$ cat src/rtl/multicycle_sequencer.sv
// multicycle_sequencer: phase sequencer for the multicycle CPU core.
// Steps each instruction through IF, ID, EX, MEM, WB, PCPL and back to IF,
// and drives the per-phase enables that qualify the control decoder's bits.
//
// Memory handshake (mem_req / mem_ready): a transfer completes on the rising
// edge where mem_req and mem_ready are both high. mem_req stays high until
// that edge, mem_ready is ignored whenever mem_req is low, and there is no
// timeout. Reset abandons any outstanding request without a handshake.

`ifndef Rformat
`define Rformat 6'b000000
`endif
`ifndef OPC_ADDI
`define OPC_ADDI 6'b001000
`endif
`ifndef OPC_ADDIU
`define OPC_ADDIU 6'b001001
`endif
`ifndef OPC_LDRW
`define OPC_LDRW 6'b100011
`endif
`ifndef OPC_STRW
`define OPC_STRW 6'b101011
`endif
`ifndef OPC_BEQ
`define OPC_BEQ 6'b000100
`endif
`ifndef OPC_BNE
`define OPC_BNE 6'b000101
`endif
`ifndef OPC_BLEZ
`define OPC_BLEZ 6'b000110
`endif
`ifndef OPC_JUMP
`define OPC_JUMP 6'b000010
`endif

module multicycle_sequencer (
  input  logic        clk,
  input  logic        reset,
  input  logic        power,
  input  logic [5:0]  op,
  input  logic        mem_ready,
  output logic [2:0]  state,
  output logic        mem_req,
  output logic        mem_we,
  output logic        ir_write,
  output logic        reg_write,
  output logic        pc_write,
  output logic        illegal,
  output logic [15:0] retired
);

  typedef enum logic [2:0] {
    S_IF   = 3'd0,
    S_ID   = 3'd1,
    S_EX   = 3'd2,
    S_MEM  = 3'd3,
    S_WB   = 3'd4,
    S_PCPL = 3'd5,
    S_BAD6 = 3'd6,
    S_BAD7 = 3'd7
  } state_t;

  state_t      state_q, state_d;
  logic        illegal_q, illegal_d;
  logic [15:0] retired_q, retired_d;

  logic op_branch;
  logic op_load;
  logic op_store;
  logic op_alu;
  logic op_known;

  // Opcode classification; op is held stable by the core from ID to PCPL exit.
  always_comb begin
    op_branch = (op == `OPC_BEQ) || (op == `OPC_BNE) || (op == `OPC_BLEZ) || (op == `OPC_JUMP);
    op_load   = (op == `OPC_LDRW);
    op_store  = (op == `OPC_STRW);
    op_alu    = (op == `Rformat) || (op == `OPC_ADDI) || (op == `OPC_ADDIU);
    op_known  = op_branch || op_load || op_store || op_alu;
  end

  // State, sticky illegal flag and retire counter; reset wins over everything.
  always_ff @(posedge clk) begin
    if (reset) begin
      state_q   <= S_IF;
      illegal_q <= 1'b0;
      retired_q <= 16'h0000;
    end else begin
      state_q   <= state_d;
      illegal_q <= illegal_d;
      retired_q <= retired_d;
    end
  end

  // Next-state logic, sticky illegal, retire count and phase enables.
  always_comb begin
    state_d   = state_q;
    illegal_d = illegal_q;
    retired_d = retired_q;
    mem_req   = 1'b0;
    mem_we    = 1'b0;
    ir_write  = 1'b0;
    reg_write = 1'b0;
    pc_write  = 1'b0;

    case (state_q)
      S_IF: begin
        // power only gates the start of a fetch; it never aborts later phases.
        mem_req  = power;
        ir_write = power & mem_ready;
        if (power && mem_ready) state_d = S_ID;
      end
      S_ID: begin
        if (op_known) begin
          state_d = S_EX;
        end else begin
          // Unknown opcodes retire as no-ops straight through PCPL.
          state_d   = S_PCPL;
          illegal_d = 1'b1;
        end
      end
      S_EX: begin
        if (op_branch)                 state_d = S_PCPL;
        else if (op_load || op_store)  state_d = S_MEM;
        else                           state_d = S_WB;
      end
      S_MEM: begin
        mem_req = 1'b1;
        mem_we  = op_store;
        if (mem_ready) state_d = op_load ? S_WB : S_PCPL;
      end
      S_WB: begin
        reg_write = 1'b1;
        state_d   = S_PCPL;
      end
      S_PCPL: begin
        pc_write  = 1'b1;
        state_d   = S_IF;
        retired_d = retired_q + 16'd1;
      end
      default: begin
        // Encodings 6 and 7 are never entered normally; recover to fetch.
        state_d = S_IF;
      end
    endcase
  end

  assign state   = state_q;
  assign illegal = illegal_q;
  assign retired = retired_q;

endmodule

$ cat config.mk
export PLATFORM = sky130hd
export DESIGN_NAME = multicycle_sequencer
export DESIGN_NICKNAME = d
export VERILOG_FILES = /design/src/rtl/multicycle_sequencer.sv
export SDC_FILE = /design/constraint.sdc
export NUM_CORES = 1
export LEC_CHECK = 0
export BUFFER_PORTS_ARGS = -buffer_cell sky130_fd_sc_hd__clkbuf_2
export CAP_MARGIN = 20
export CORE_MARGIN = 1.5
export CORE_UTILIZATION = 53
export DETAILED_ROUTE_END_ITERATION = 6
export PLACE_DENSITY = 0.92
export SYNTH_ARGS = -nofsm -noshare
export SYNTH_HDL_FRONTEND = slang
export SYNTH_SLANG_ARGS = --single-unit
export TNS_END_PERCENT = 5
$ cat constraint.sdc
create_clock -name clk -period 2.66 [get_ports clk]
set_clock_uncertainty 0.1 [all_clocks]
set_input_delay 0.532 -clock clk [delete_from_list [all_inputs] [get_ports clk]]
set_output_delay 0.532 -clock clk [all_outputs]
set_load 0.01 [all_outputs]
==> flow_summary.html <==
<table>
<tr><th>Metric</th><th>Value</th></tr>
<tr><th colspan="2">Hold path</th></tr>
<tr><td>Hold path depth</td><td>2</td></tr>
<tr><td>Launch instance of the worst min-delay path</td><td>illegal</td></tr>
<tr><td>Class of the tightest hold or removal check</td><td>flop to flop</td></tr>
<tr><td>Endpoint with the worst hold slack</td><td>illegal</td></tr>
<tr><th colspan="2">Route</th></tr>
<tr><td>Drc violations</td><td>0</td></tr>
<tr><td>1st-pass router iterations</td><td>4</td></tr>
<tr><td>Via density</td><td>5.93</td></tr>
<tr><td>Final wirelength</td><td>2460 um</td></tr>
<tr><td>Vias post-DR</td><td>1133</td></tr>
<tr><td>ANT nets after route</td><td>0</td></tr>
<tr><td>Drt initial violations</td><td>27</td></tr>
<tr><td>Average detailed-routed wire length per instance</td><td>12.9 um</td></tr>
<tr><th colspan="2">Logic synthesis</th></tr>
<tr><td>Complex-gate fraction of the synthesized area</td><td>16.9%</td></tr>
<tr><td>Adder-cell area share of the yosys netlist</td><td>1.12%</td></tr>
<tr><td>Syn Area/Cell</td><td>8.30 um^2</td></tr>
<tr><td>Main combinational cell family by area after synthesis</td><td>simple AND/OR/NAND/NOR gates</td></tr>
<tr><td>Top area cells in the synthesized netlist</td><td>dfxtp_1 (36%), xnor2_1 (5.5%), nor2_1 (4.7%)</td></tr>
<tr><td>Area fraction in and, or, nand and nor cells after synthesis</td><td>31.0%</td></tr>
<tr><td>Number of distinct library cells after synthesis</td><td>38</td></tr>
<tr><td>Cell area after technology mapping</td><td>0.00111 mm^2</td></tr>
<tr><td>Net count of the mapped netlist</td><td>145</td></tr>
<tr><td>Cell type with the largest total area after synthesis</td><td>dfxtp_1</td></tr>
<tr><td>Yosys synthesis warning count</td><td>0</td></tr>
<tr><td>Post-synthesis sequential area ratio</td><td>36.0%</td></tr>
<tr><td>Multiplexer share of the synthesized area</td><td>0.900%</td></tr>
<tr><td>Fraction of synthesized cell area taken by the top area cell type</td><td>36.0%</td></tr>
<tr><td>Post-Syn Instances</td><td>134</td></tr>
<tr><td>Synth Area in XOR/XNOR</td><td>7.87%</td></tr>
<tr><td>Flops &amp; latches, synth</td><td>20</td></tr>
<tr><th colspan="2">Clocking</th></tr>
<tr><td>Post-CTS Hold Fix Bufs</td><td>0</td></tr>
<tr><td>Resized Gates After CTS</td><td>0</td></tr>
<tr><td># Post-CTS Setup Buffers</td><td>0</td></tr>
<tr><td>Clock tree buffer depth</td><td>2</td></tr>
<tr><td>Num CTS Buffers</td><td>3</td></tr>
<tr><td>H-tree Lvls</td><td>1</td></tr>
<tr><td>CTS tree</td><td>done</td></tr>
<tr><td>Clock Root Buffer</td><td>clkbuf_4</td></tr>
<tr><td>TritonCTS sink count</td><td>20</td></tr>
<tr><td>Clock latency on the worst-skew pair</td><td>0.29 ns</td></tr>
<tr><td>Clock transition at the registers of the reported paths</td><td>0.11 ns</td></tr>
<tr><th colspan="2">Run</th></tr>
<tr><td>Number of maximum-capacitance constraint violations</td><td>0</td></tr>
<tr><th colspan="2">Critical path</th></tr>
<tr><td>Startpoint of the worst register-to-register path</td><td>state[2]</td></tr>
<tr><td>Data required time at the worst endpoint</td><td>2.03 ns</td></tr>
<tr><td>Endpoint kind of the worst setup timing path</td><td>primary output</td></tr>
<tr><td>Worst endpoint data arrival time</td><td>1.70 ns</td></tr>
<tr><td>Largest driver fanout on the critical path</td><td>12</td></tr>
<tr><td>Register-to-register path setup slack</td><td>0.59 ns</td></tr>
<tr><td>Worst Path Class, Setup</td><td>flop to primary output</td></tr>
<tr><td>Kind of start point of the critical path</td><td>flop</td></tr>
<tr><td>R2R Path End</td><td>retired[15]</td></tr>
<tr><td>Number of cell instances on the worst register-to-register path</td><td>4</td></tr>
<tr><th colspan="2">Floorplanning</th></tr>
<tr><td>Starting density of the core</td><td>56.7%</td></tr>
<tr><td>Core outline area</td><td>0.00196 mm^2</td></tr>
<tr><td>Die X</td><td>48.8 um</td></tr>
<tr><td>Row count</td><td>16</td></tr>
<tr><td>Die outline height</td><td>48.8 um</td></tr>
<tr><td># IOs</td><td>35</td></tr>
<tr><td>Overall die area</td><td>0.00238 mm^2</td></tr>
<tr><th colspan="2">Place</th></tr>
<tr><td>Total placed cells including tap cells</td><td>188</td></tr>
<tr><td>Routability-driven placement congestion ratio</td><td>0.836</td></tr>
<tr><td>Count of buffers inserted at the top-level ports</td><td>34</td></tr>
<tr><td>Post-DP HPWL</td><td>1800 um</td></tr>
<tr><th colspan="2">Power and ir drop</th></tr>
<tr><td>Switching Power</td><td>195 uW</td></tr>
<tr><td>Share of power burned in the clock network</td><td>22.5%</td></tr>
<tr><td>Cell area power density</td><td>475 mW/mm^2</td></tr>
<tr><td>Logic gate share of total power</td><td>21.0%</td></tr>
<tr><td>Sw frac</td><td>31.7%</td></tr>
<tr><td>Peak supply drop</td><td>0.355 mV</td></tr>
<tr><td>Internal portion of total power</td><td>422 uW</td></tr>
<tr><td>Sequential cell fraction of total power</td><td>56.5%</td></tr>
<tr><td>Standby leakage power</td><td>0.000519 uW</td></tr>
<tr><th colspan="2">Timing</th></tr>
<tr><td>Max Freq</td><td>0.429 GHz</td></tr>
<tr><td>Time the final worst path needs with I/O delays and setup</td><td>2.33 ns</td></tr>
<tr><td>Final setup viols</td><td>0</td></tr>
<tr><td>Transition time at the pin with the least slew margin</td><td>0.561 ns</td></tr>
<tr><td>Number of pins with negative max-slew slack in the final report</td><td>0</td></tr>
<tr><td>Slew HR</td><td>62.1%</td></tr>
<tr><td>Ratio of final minimum period to clock period</td><td>87.6%</td></tr>
<tr><td>Hold violation total from the final report</td><td>0</td></tr>
<tr><td>Unrepaired setup endpoints after global routing</td><td>no</td></tr>
<tr><td>Final setup TNS</td><td>0 ns</td></tr>
<tr><th colspan="2">Global routing</th></tr>
<tr><td>All-Layer GR Usage</td><td>21.8%</td></tr>
<tr><td>Vias in the first global route</td><td>960</td></tr>
<tr><td>Wire length of the first global-routing pass</td><td>4110 um</td></tr>
<tr><td>Pin count of the biggest net entering global routing</td><td>21</td></tr>
<tr><td>Number of antenna violations at the first check in global routing</td><td>0</td></tr>
<tr><td>Overflow after GRT</td><td>0</td></tr>
<tr><th colspan="2">Final layout</th></tr>
<tr><td>Area added between synthesis and finish</td><td>16.9%</td></tr>
<tr><td>Sequential Area</td><td>400 um^2</td></tr>
<tr><td>Post-layout net count</td><td>177</td></tr>
<tr><td>Fillers</td><td>169</td></tr>
<tr><td>Share of final-layout standard cells stronger than drive strength 1</td><td>25.6%</td></tr>
<tr><td>Finished Layout Cells</td><td>191</td></tr>
<tr><td>Multi-input gate area in the final layout</td><td>643 um^2</td></tr>
<tr><td>Antenna cell count</td><td>0</td></tr>
<tr><th colspan="2">Outcome</th></tr>
<tr><td>Run status</td><td>finished, final reports clean</td></tr>
</table>
## per-stage QoR
stage / total power (uW) / setup WS, ns / hold WS [ns] / util [%] / area [um^2]
finish: 618 / 0.330 / 0.366 / 66.3 / 1300
global route: 648 / 0.249 / 0.396 / 66.3 / 1300
CTS: 618 / 0.378 / 0.363 / 66.3 / 1300
detailed placement: 481 / 0.614 / 0.346 / 65.1 / 1280
global placement: 475 / 0.678 / 0.339 / 65.1 / 1280
floorplan: 441 / 0.869 / 0.370 / - / 1110
## routing by layer
layer	routed length [um]	vias to the layer above	part of all wire (%)	global-route usage, %
li1	-	549	-	-
met1	1070	517	44	27.8
met2	1180	59	48	37.2
met3	135	8	5.5	1.84
met4	72	0	2.9	10.5
met5	0	-	0	0
## critical path: stages (launching register included)
cell and delay [ns]:
dfxtp_1 0.61, inv_1 0.15, nor2_1 0.28, and4_1 0.23, clkbuf_2 0.13
## cell families after synthesis
kind of cell,Yosys count
and+or+nand+nor,59
DFF,20
muxes,1
AOI/OAI and AO/OA,28
buffers and inverters,15
xor gates and xnor gates,10
adders and majority gates,1
## flip-flops by register name, summed over array words and instances, names as in the netlist
signal	count
retired	16
state	3
illegal	1
## cell type report
cell class                 count  area share, %
timing repair buffer          34           13.1
clock buffer                   3           1.73
tap                           27           2.60
multi-input combinational     99           49.5
sequential                    20           30.8
inverter                       8           2.31
## how the worst max path moves through the flow
stage | start | endpoint | slack, ns
detailed placement | op[2] | mem_we | 0.61
global route | state[0] | mem_we | 0.25
finish | state[0] | mem_we | 0.33
CTS | state[0] | mem_we | 0.38
global placement | op[2] | mem_we | 0.68
floorplan | state[0] | retired[14] | 0.87
## Yosys cell counts
cell and instances:
buf_4 1, clkbuf_1 3, dfxtp_1 20, inv_1 8, or2_0 1, a21oi_1 9
o311a_1 1, o31a_1 2, and3b_1 1, o21a_1 1, xnor2_1 7, o21ai_0 4
a2111oi_0 1, nand2_1 11, ha_1 1, or4b_2 2, or4_1 5, mux2i_1 1
nor3_1 4, o211ai_1 1, or3_1 3, a32oi_1 1, o311ai_0 2, nand3_1 4
xor2_1 3, buf_2 1, nand4b_1 1, nor2_1 14, nor4_1 3, buf_1 1
and3_1 1, nand4_1 4, o31ai_1 5, buf_6 1, nand4b_4 1, and4_1 2
nand3_2 2, a22oi_1 1
## placed cells by master, fill, tap and decap left out, drive strengths merged, types with 2 or more instances in the layout
cell type and instances:
nand4 4, dfxtp 20, and4 2, o21ai 4, a21oi 9, o31a 2
nor2 14, or4 5, or4b 2, o31ai 5, nor4 3, clkbuf 37
xor2 3, nand3 6, nor3 4, or3 3, inv 8, o311ai 2
nand4b 2, nand2 11, xnor2 7
## power by group through the flow
stage / clock (uW) / sequential, uW / combinational, uW
6_report: 139 / 349 / 130
5_1_grt: 152 / 353 / 142
4_1_cts: 143 / 348 / 127
3_5_place_dp: 0 / 354 / 127
3_3_place_gp: 0 / 353 / 122
2_1_floorplan: 0 / 340 / 101
Note: power is estimated with default switching activity, not from simulation.
